<file path="src/rtl/mod_updown_counter_if.sv">
// mod_updown_counter_if: control and status bundle for the modulo up/down counter.
interface mod_updown_counter_if #(
  parameter int WIDTH = 4
);
  logic             E;
  logic             F;
  logic             load;
  logic [WIDTH-1:0] d_in;
  logic             sat;
  logic [WIDTH-1:0] y_out;
  logic             tc;
  logic             sat_hit;
  logic             load_err;
  modport master (output E, F, load, d_in, sat, input y_out, tc, sat_hit, load_err);
  modport slave  (input E, F, load, d_in, sat, output y_out, tc, sat_hit, load_err);
endinterface

</file>
<file path="src/rtl/mod_updown_counter.sv">
// mod_updown_counter: modulo-MOD up/down counter with load, wrap/saturate mode and status pulses.
module mod_updown_counter #(
  parameter int WIDTH   = 4,
  parameter int MOD     = 10,
  parameter int RST_VAL = 0
) (
  input logic                    clk,
  input logic                    rstn,
  mod_updown_counter_if.slave    bus
);
  // One extra bit so MOD = 2**WIDTH is representable without aliasing.
  localparam logic [WIDTH:0] MOD_W = (WIDTH+1)'(MOD);
  localparam logic [WIDTH:0] MAX_W = MOD_W - 1'b1;
  logic [WIDTH-1:0] y_q, y_d;
  logic             tc_q, tc_d, sat_hit_q, sat_hit_d, load_err_q, load_err_d;
  logic [WIDTH:0]   y_w, d_w, inc_w;
  logic             step, at_lim, over;
  always_comb begin
    y_w        = {1'b0, y_q};
    d_w        = {1'b0, bus.d_in};
    inc_w      = y_w + 1'b1;
    over       = d_w >= MOD_W;
    step       = !bus.load && bus.E;
    at_lim     = bus.F ? (y_w == MAX_W) : (y_q == '0);
    tc_d       = step && at_lim && !bus.sat;
    sat_hit_d  = step && at_lim && bus.sat;
    load_err_d = bus.load && over;
    y_d = bus.load ? (over ? MAX_W[WIDTH-1:0] : bus.d_in) :
          !bus.E   ? y_q :
          at_lim   ? (bus.sat ? y_q : (bus.F ? '0 : MAX_W[WIDTH-1:0])) :
          bus.F    ? inc_w[WIDTH-1:0] : y_q - WIDTH'(1);
  end
  always_ff @(posedge clk or negedge rstn) begin
    if (!rstn) begin
      y_q        <= WIDTH'(RST_VAL);
      tc_q       <= 1'b0;
      sat_hit_q  <= 1'b0;
      load_err_q <= 1'b0;
    end else begin
      y_q        <= y_d;
      tc_q       <= tc_d;
      sat_hit_q  <= sat_hit_d;
      load_err_q <= load_err_d;
    end
  end
  assign bus.y_out    = y_q;
  assign bus.tc       = tc_q;
  assign bus.sat_hit  = sat_hit_q;
  assign bus.load_err = load_err_q;
endmodule

</file>
<file path="src/flat_wrapper.sv">
// flat-port wrapper written by rule: the top's interface ports become plain ports
module mod_updown_counter_flat 
#(
  parameter int WIDTH   = 4,
  parameter int MOD     = 10,
  parameter int RST_VAL = 0
)
  (clk, rstn, bus_E, bus_F, bus_load, bus_d_in, bus_sat, bus_y_out, bus_tc, bus_sat_hit, bus_load_err);
  mod_updown_counter_if #(.WIDTH(WIDTH)) bus_i ();
  input logic clk;
  input logic rstn;
  input wire logic [$bits(bus_i.E)-1:0] bus_E;
  input wire logic [$bits(bus_i.F)-1:0] bus_F;
  input wire logic [$bits(bus_i.load)-1:0] bus_load;
  input wire logic [$bits(bus_i.d_in)-1:0] bus_d_in;
  input wire logic [$bits(bus_i.sat)-1:0] bus_sat;
  output wire logic [$bits(bus_i.y_out)-1:0] bus_y_out;
  output wire logic [$bits(bus_i.tc)-1:0] bus_tc;
  output wire logic [$bits(bus_i.sat_hit)-1:0] bus_sat_hit;
  output wire logic [$bits(bus_i.load_err)-1:0] bus_load_err;
  assign bus_i.E = bus_E;
  assign bus_i.F = bus_F;
  assign bus_i.load = bus_load;
  assign bus_i.d_in = bus_d_in;
  assign bus_i.sat = bus_sat;
  assign bus_y_out = bus_i.y_out;
  assign bus_tc = bus_i.tc;
  assign bus_sat_hit = bus_i.sat_hit;
  assign bus_load_err = bus_i.load_err;
  mod_updown_counter #(.WIDTH(WIDTH), .MOD(MOD), .RST_VAL(RST_VAL)) u_core (.clk(clk), .rstn(rstn), .bus(bus_i));
endmodule
</file>
<file path="config.mk">
export PLATFORM = sky130hd
export DESIGN_NAME = mod_updown_counter_flat
export DESIGN_NICKNAME = d
export VERILOG_FILES = /design/src/rtl/mod_updown_counter_if.sv /design/src/rtl/mod_updown_counter.sv /design/src/flat_wrapper.sv
export SDC_FILE = /design/constraint.sdc
export NUM_CORES = 1
export LEC_CHECK = 0
export ABC_CLOCK_PERIOD_IN_PS = 3800
export BUFFER_PORTS_ARGS = -buffer_cell sky130_fd_sc_hd__buf_4
export CAP_MARGIN = 20
export CORE_AREA = 2 2 39 41
export DETAILED_ROUTE_END_ITERATION = 16
export DIE_AREA = 0 0 41 43
export SETUP_SLACK_MARGIN = 0.4
export SLEW_MARGIN = 20
export SYNTH_ARGS = -nofsm -noshare
export SYNTH_HDL_FRONTEND = slang
export SYNTH_SLANG_ARGS = --single-unit
</file>
<file path="constraint.sdc">
create_clock -name clk -period 3.8 [get_ports clk]
set_clock_uncertainty 0.1 [all_clocks]
set_input_delay 0.76 -clock clk [delete_from_list [all_inputs] [get_ports clk]]
set_output_delay 0.76 -clock clk [all_outputs]
set_load 0.02 [all_outputs]
</file>
Word-level counts from Yosys, hierarchy flattened
Index checks and enable logic that the tools add are counted.

operators by class
  add/sub/neg operators = 2
  muxes and demuxes = 8
  reduce and logical (&&, ||, !) cells = 10
  eq/ne operators = 2
  order comparisons = 1

operators by type and width
  kind                   number
  $mux W4                7
  $logic_and A1 B1 Y1    5
  $add A4 B1 Y4 const B  1
  $eq A4 B4 Y1 const B   1
  $ge A4 B4 Y1 const B   1
  $logic_not A4 Y1       1
  $sub A4 B1 Y4 const B  1
  $ne A3 B3 Y1 const B   1
  $logic_not A1 Y1       2
  $reduce_and A2 Y1      1
  $reduce_bool A2 Y1     1
  $mux W1                1

storage, ports and cells
  output and inout bits = 7
  input port bits = 10
  register bits = 7

Logic depth before layout (Yosys ltp)
Gate-level depths: netlist of the first run.

  word-level depth = 5
  depth in mapped cells = 6

Least setup slack after synthesis of the first run
Ideal clock, no wire load.

  path kind = input -> register
  start point = input port bus_F
  end point = register u_core.y_q[3] (netlist: u_core.bus.y_out[3])
  data arrival time = 1.871 ns
  cell stages on the path = 6
  data required time = 3.566 ns
  slack = 1.694 ns
  library setup time = 0.134 ns
  cells stage by stage = inv_1 ha_1 a211oi_1 or3_1 o311ai_2 o211ai_1

between the ends
  word-level cells in the longest chain between the ends = 5
  elaborated cells on any way between the ends = 9
  those cells by class = eq/ne (1); mux (7); reduce/logical (1)

ends and longest elaborated chain
  what                   RTL line                  source
  from (decl)            flat_wrapper.sv:13        input wire logic [$bits(bus_i.F)-1:0] bus_F;
  $mux W4 (3 in series)  mod_updown_counter.sv:30  at_lim ? (bus.sat ? y_q : (bus.F ? '0 : MAX_W[WIDTH-1:0])) :
  $mux W4                mod_updown_counter.sv:29  !bus.E ? y_q :
  $mux W4                mod_updown_counter.sv:28  y_d = bus.load ? (over ? MAX_W[WIDTH-1:0] : bus.d_in) :
  to (signal assigned)   mod_updown_counter.sv:35  y_q <= WIDTH'(RST_VAL);
  to (signal assigned)   mod_updown_counter.sv:40  y_q <= y_d;
  to (decl)              mod_updown_counter.sv:14  logic [WIDTH-1:0] y_q, y_d;

Several ways; a longest one is shown, not always the timed one. The select of a mux whose other input is x is not followed.
A chain may end at the register's enable or synchronous reset.

Final worst setup path of the first run
Ends and elaborated chain as after synthesis.

==> reports/qor.csv, run 1 <==
metric,value,unit
crit_path_cell_trace,"buf_4, inv_1, ha_1, a211oi_1, nor2_1, o221a_2, o211ai_1",
dieArea,1763,µm²
die_x,41,µm
h-tree-depth,1,
crit_type,in2reg,
ys_warn_count,0,
routed_wl,1.041,mm
stdcell_count,83,
post-synth-top-area-fraction,36.84,%
ys_async_sr_fraction,100.0,%
netlist_instances,48,
pin_count,17,
end_kind,flop,
hold_class,in2async,
finalCritPeriodShare,53.96,%
cts_tree,built,
postSynthAreaPerCell,9.905,µm²
dr_total_vias,443,
synth.most_common_cell,dfrtp_1,
peakVddDrop,123.9,µV
cts_resized,0,
synth_edf_count,0,
p_leak,0.2916,nW
grt_overflow,0,
drive_gt1_share,37.31,%
fmax,487.7,MHz
slowest_stage,a211oi_1,
n_fill_cell,140,
rsz0062_at_grt,no,
hold_viol,0,
clkTransAtPathRegs,50,ps
clkPwrFrac,27.3,%
whs,205.1,ps
place_ws,1453,ps
netlist_area,475.5,µm²
pwr-share-comb,34.6,%
switching_share,34.30,%
period_needed,2050,ps
tightest_slew,365.5,ps
route.detailed.drc,0,
seqPwrFrac,38.1,%
cp-start-kind,input port,
row_count,14,
wl_per_cell,12.54,µm
cp.required,3870,ps
syn_to_final_growth,33.95,%
cts_buffer_depth,2,
grt_max_degree,11,
slew_violations,0,
synth_area_leader_cell,dfrtp_1,
ys.flop_type,dfrtp_1,
maxCapViolCount,0,
power.switching,0.00008571,W
timing.slew.headroom,75.37,%
start_util,34.36,%
grt_usage,13.88,%
antenna_left,0,
io_buffers,16,
worstPathMaxFanout,5,
antenna_found_initial,0,
place.gp.congestion,0.7572,
synth.area.top_cells,"dfrtp_1 37%, ha_1 5.3%, a211oi_1 4.7%, nor2_1 4.7%, a211o_2 4.2%",
dieHeight,43,µm
synth.cells.most_frequent,"7 x dfrtp_1, 6 x nor2_1, 3 x a211oi_1, 3 x nor2b_1, 3 x o21ai_0",
syn_nets,61,
yosysSeqAreaShare,36.84,%
cts_made_buffers,3,
diodes,0,
finalSetupViolCount,0,
core_area,1384,µm²
dr.first_iter.drc_count,3,
vias_per_cell,5.337,
dpl.hpwl,796.8,µm
cts_setup_buffers,0,
cpPeakStageDelay,320,ps
synth.distinct_cells,24,
placed_cells,79,
grt_pass1_vias,390,
outcome,"complete, no violations",
setup_slack,1750,ps
power_density,392.3,nW/µm²
cts_hold_buffers,0,
cts-root-buf,clkbuf_4,
synth-seq-cells,7,
tns,0,ps
clock_latency,250,ps
cts.sinks,7,
grt_pass1_wl,1.662,mm
crit_arrival,2120,ps
dr.pass1.iters,3,
fin_nets,81,
p_int,0.0001641,W
cells by family after synthesis:
logic type,synth area share [%]
buffers and inverters,2.631
AOI/OAI and AO/OA,27.63
xor gates and xnor gates,1.842
DFF,36.84
and+or+nand+nor,21.58
adders and majority gates,9.473
power groups by stage:
stage / clock network, W / registers [W] / logic [W]
final: 0.0000682 / 0.0000951 / 0.0000865
after global routing: 0.0000755 / 0.0000970 / 0.0000971
after CTS: 0.0000708 / 0.0000951 / 0.0000881
after detailed placement: 0 / 0.0000961 / 0.0000876
after global placement: 0 / 0.0000961 / 0.0000863
after floorplan: 0 / 0.000102 / 0.0000479
layout by cell type, fill, tap and decap left out, drive strengths merged:
cell	instances
o2111a	1
o211ai	2
nor3b	1
nand2	1
nor2b	3
and4b	1
clkbuf	4
a211o	2
o311ai	1
nor3	2
a211oi	3
nand3b	2
and3	1
buf	16
o21a	1
nor2	6
a31oi	2
dfrtp	7
ha	2
inv	2
o221a	1
xor2	1
fa	1
or3	1
o21ai	3
routing by layer:
| layer | part of all wire, % | GRT usage, % |
|---|---|---|
| met2 | 47 | 19.06 |
| met5 | 0 | 0 |
| met1 | 47 | 19.09 |
| met3 | 6.0 | 3.141 |
| met4 | 0 | 8.000 |
worst paths after layout:
kind / cells after the start / end / from / slack [ps]
hold reg to reg: 2 / u_core.bus.sat_hit / u_core.bus.y_out[2] / 630
hold / removal: 1 / u_core.bus.y_out[3] / rstn / 210
setup / recovery: 7 / u_core.bus.y_out[3] / bus_F / 1750
max in group asynchronous: 1 / u_core.bus.tc / rstn / 3270
setup reg to reg: 5 / u_core.bus.y_out[3] / u_core.bus.y_out[1] / 2000
min in group clk: 2 / u_core.bus.tc / bus_sat / 590
registers in the layout, summed over array words and instances, names as in the netlist:
| name | count |
|---|---|
| u_core.bus.y_out | 4 |
| u_core.bus.sat_hit | 1 |
| u_core.bus.tc | 1 |
| u_core.bus.load_err | 1 |
critical path, delay by kind of cell:
| family | cells | cell delay (ps) |
|---|---|---|
| and+or+nand+nor | 1 | 100 |
| AOI/OAI and AO/OA | 3 | 760 |
| adders and majority gates | 1 | 250 |
| buffers and inverters | 2 | 260 |
metrics by stage:
step           power (W)  utilization (%)  cell area (µm²)
6_report       0.0002498            46.02            636.9
5_1_grt        0.0002697            46.02            636.9
4_1_cts        0.0002539            46.02            636.9
3_5_place_dp   0.0001836            44.12            610.6
3_3_place_gp   0.0001824            44.12            610.6
2_1_floorplan  0.0001502                -            475.5
final cells by class:
| class | count | area [µm²] | share of cell area, % |
|---|---|---|---|
| multi-input cells | 38 | 287.8 | 45.19 |
| flip-flops and latches | 7 | 175.2 | 27.50 |
| repair buffers | 16 | 120.1 | 18.86 |
| clock buffers | 4 | 26.28 | 4.126 |
| well taps | 16 | 20.02 | 3.143 |
| inverters | 2 | 7.507 | 1.179 |
Power figures use the tool's default switching activity.
==> run 2, diff against run 1 <==
Settings changed: ABC_CLOCK_PERIOD_IN_PS 3800 to 2000.
Clock period 3.8 ns to 2 ns, I/O delays scaled along.
==> run 2 against run 1 <==
- design area grew 22%
- largest power group is now combinational cells
- register-to-register slack worse by 1700 ps
- first-iteration DRC count grew 130%
- flip-flop and latch count is the same
- non-clock buffer count grew 8
- critical path type unchanged
- global-route usage increased by 1.8 points
- clock power grew 88%
==> reports/qor.csv, run 2 (same netlist as run 1, synthesis figures left out) <==
metric,value,unit,change
power_density,717.8,nW/µm²,+83%
start_util,34.36,%,unchanged
dieArea,1763,µm²,unchanged
timing.slew.headroom,70.71,%,-4.7 points
hold_class,in2reg,,
final_common_cell,buf_4,,
crit_arrival,1740,ps,-380 ps
hold_viol,0,,unchanged
dr.pass1.iters,4,,+1
peakVddDrop,269.3,µV,+120%
finalSetupViolCount,0,,unchanged
finalCritPeriodShare,85.85,%,
diodes,0,,unchanged
cts_made_buffers,3,,unchanged
antenna_left,0,,unchanged
cts-root-buf,clkbuf_4,,
fin_nets,89,,+9.9%
dieHeight,43,µm,unchanged
dr.first_iter.drc_count,7,,+4
n_fill_cell,130,,-7.1%
tightest_slew,437.5,ps,+71.95 ps
wl_per_cell,13.62,µm,+8.6%
vias_per_cell,5.429,,+1.7%
tns,0,ps,unchanged
utilization,56.24,%,+10 points
grt_pass1_wl,1.828,mm,+10%
syn_to_final_growth,63.68,%,
grt_usage,15.66,%,+1.8 points
drive_gt1_share,57.33,%,+20 points
worstPathMaxFanout,5,,unchanged
cts_buffer_depth,2,,unchanged
p_leak,0.3289,nW,+13%
cp-start-kind,input port,,
routed_wl,1.239,mm,+19%
slowest_stage,or3_4,,
cts_tree,built,,
h-tree-depth,1,,unchanged
pin_count,17,,unchanged
setup_slack,283.1,ps,-1467 ps
place_ws,75.35,ps,-1378 ps
slew_violations,0,,unchanged
clock_latency,250,ps,about the same
grt_max_degree,11,,unchanged
largest_register_ffs,4,,unchanged
die_x,41,µm,unchanged
route.detailed.drc,0,,unchanged
fmax,582.4,MHz,
antenna_found_initial,0,,unchanged
cts.sinks,7,,unchanged
end_kind,flop,,
core_area,1384,µm²,unchanged
place.gp.congestion,0.7647,,+0.99%
dpl.hpwl,809.5,µm,+1.6%
maxCapViolCount,0,,unchanged
period_needed,1717,ps,
crit_type,in2reg,,
cpPeakStageDelay,390,ps,+70 ps
outcome,"complete, no violations",,
clkTransAtPathRegs,60,ps,about the same
io_buffers,16,,unchanged
mostFrequentLayoutCells,"22 x buf_4, 5 x nor2_1, 4 x dfrtp_1",,
grt_pass1_vias,427,,+9.5%
rsz0062_at_grt,yes,,
dr_total_vias,494,,+12%
row_count,14,,unchanged
cp.required,2030,ps,-1840 ps
crit_path_cell_trace,"buf_6, clkinvlp_4, ha_4, nor2_1, or3_4, o311ai_4, o211ai_1",,
grt_overflow,0,,unchanged
## run 2: changes by cell type in the layout (fill, tap and decap cells not counted), moves of 2 or more
cell	before	now
ha_1	2	0
dfrtp_2	0	3
buf_4	16	22
dfrtp_1	7	4
ha_4	0	2
o21ai_1	0	3
o21ai_0	3	0
## run 2: worst max-delay path: cells and delay by family
kind	cells	cell delay [ps]
AO/OA/AOI/OAI	2	340
adder cells (fa/ha/maj)	1	300
AND/OR/NAND/NOR	2	450
buffers and inverters	2	250
## run 2: worst paths after layout
kind / from / end / slack [ps] / cells after the start
max: bus_F / u_core.bus.y_out[3] / 280 / 7
min: bus_sat / u_core.bus.tc / 230 / 2
max reg2reg: u_core.bus.y_out[2] / u_core.bus.y_out[3] / 280 / 5
min reg2reg: u_core.bus.y_out[3] / u_core.bus.y_out[3] / 660 / 3
max in group asynchronous: rstn / u_core.bus.y_out[0] / 1270 / 2
min in group asynchronous: rstn / u_core.bus.y_out[1] / 400 / 2
## run 2: where the power goes
part           internal [W]  switching [W]  total (W)
registers          0.000158      0.0000214   0.000179
logic              0.000131       0.000120   0.000251
clock network     0.0000761      0.0000520   0.000128
## run 2: stage by stage
| stage | cells | power [W] | hold WS, ps | area (µm²) |
|---|---|---|---|---|
| 2_1_floorplan | 48 | 0.0002965 | 4.409 | 495.5 |
| 3_3_place_gp | 79 | 0.0003582 | 114.6 | 630.6 |
| 3_5_place_dp | 79 | 0.0003596 | 118.3 | 630.6 |
| 4_1_cts | 86 | 0.0005090 | 222.9 | 695.7 |
| 5_1_grt | 91 | 0.0005965 | 228.9 | 778.2 |
| 6_report | 91 | 0.0005586 | 228.3 | 778.2 |
## run 2: layout make-up
type / instances / area (µm²) / share of cell area (%)
clock buffers: 4 / 26.28 / 3.376
inverters: 2 / 11.26 / 1.447
multi-input cells: 38 / 355.3 / 45.66
flip-flops and latches: 7 / 178.9 / 22.99
well taps: 16 / 20.02 / 2.572
repair buffers: 24 / 186.4 / 23.96
## run 2: metal layers
layer | vias up | share of wire [%] | GRT usage, %
met2 | 17 | 50 | 22.19
met4 | 0 | 1.5 | 10.00
met1 | 236 | 43 | 20.66
li1 | 239 | - | -
met3 | 2 | 5.3 | 3.141
met5 | - | 0 | 0
## run 2: timing repair
item | in CTS | in global routing
hold endpoints to repair | 7 | 0
hold buffers | 1 | 0
buffers inserted | 2 | 5
resized for setup | 4 | 10
setup endpoints to repair | 3 | 4
pin swaps | 1 | 5
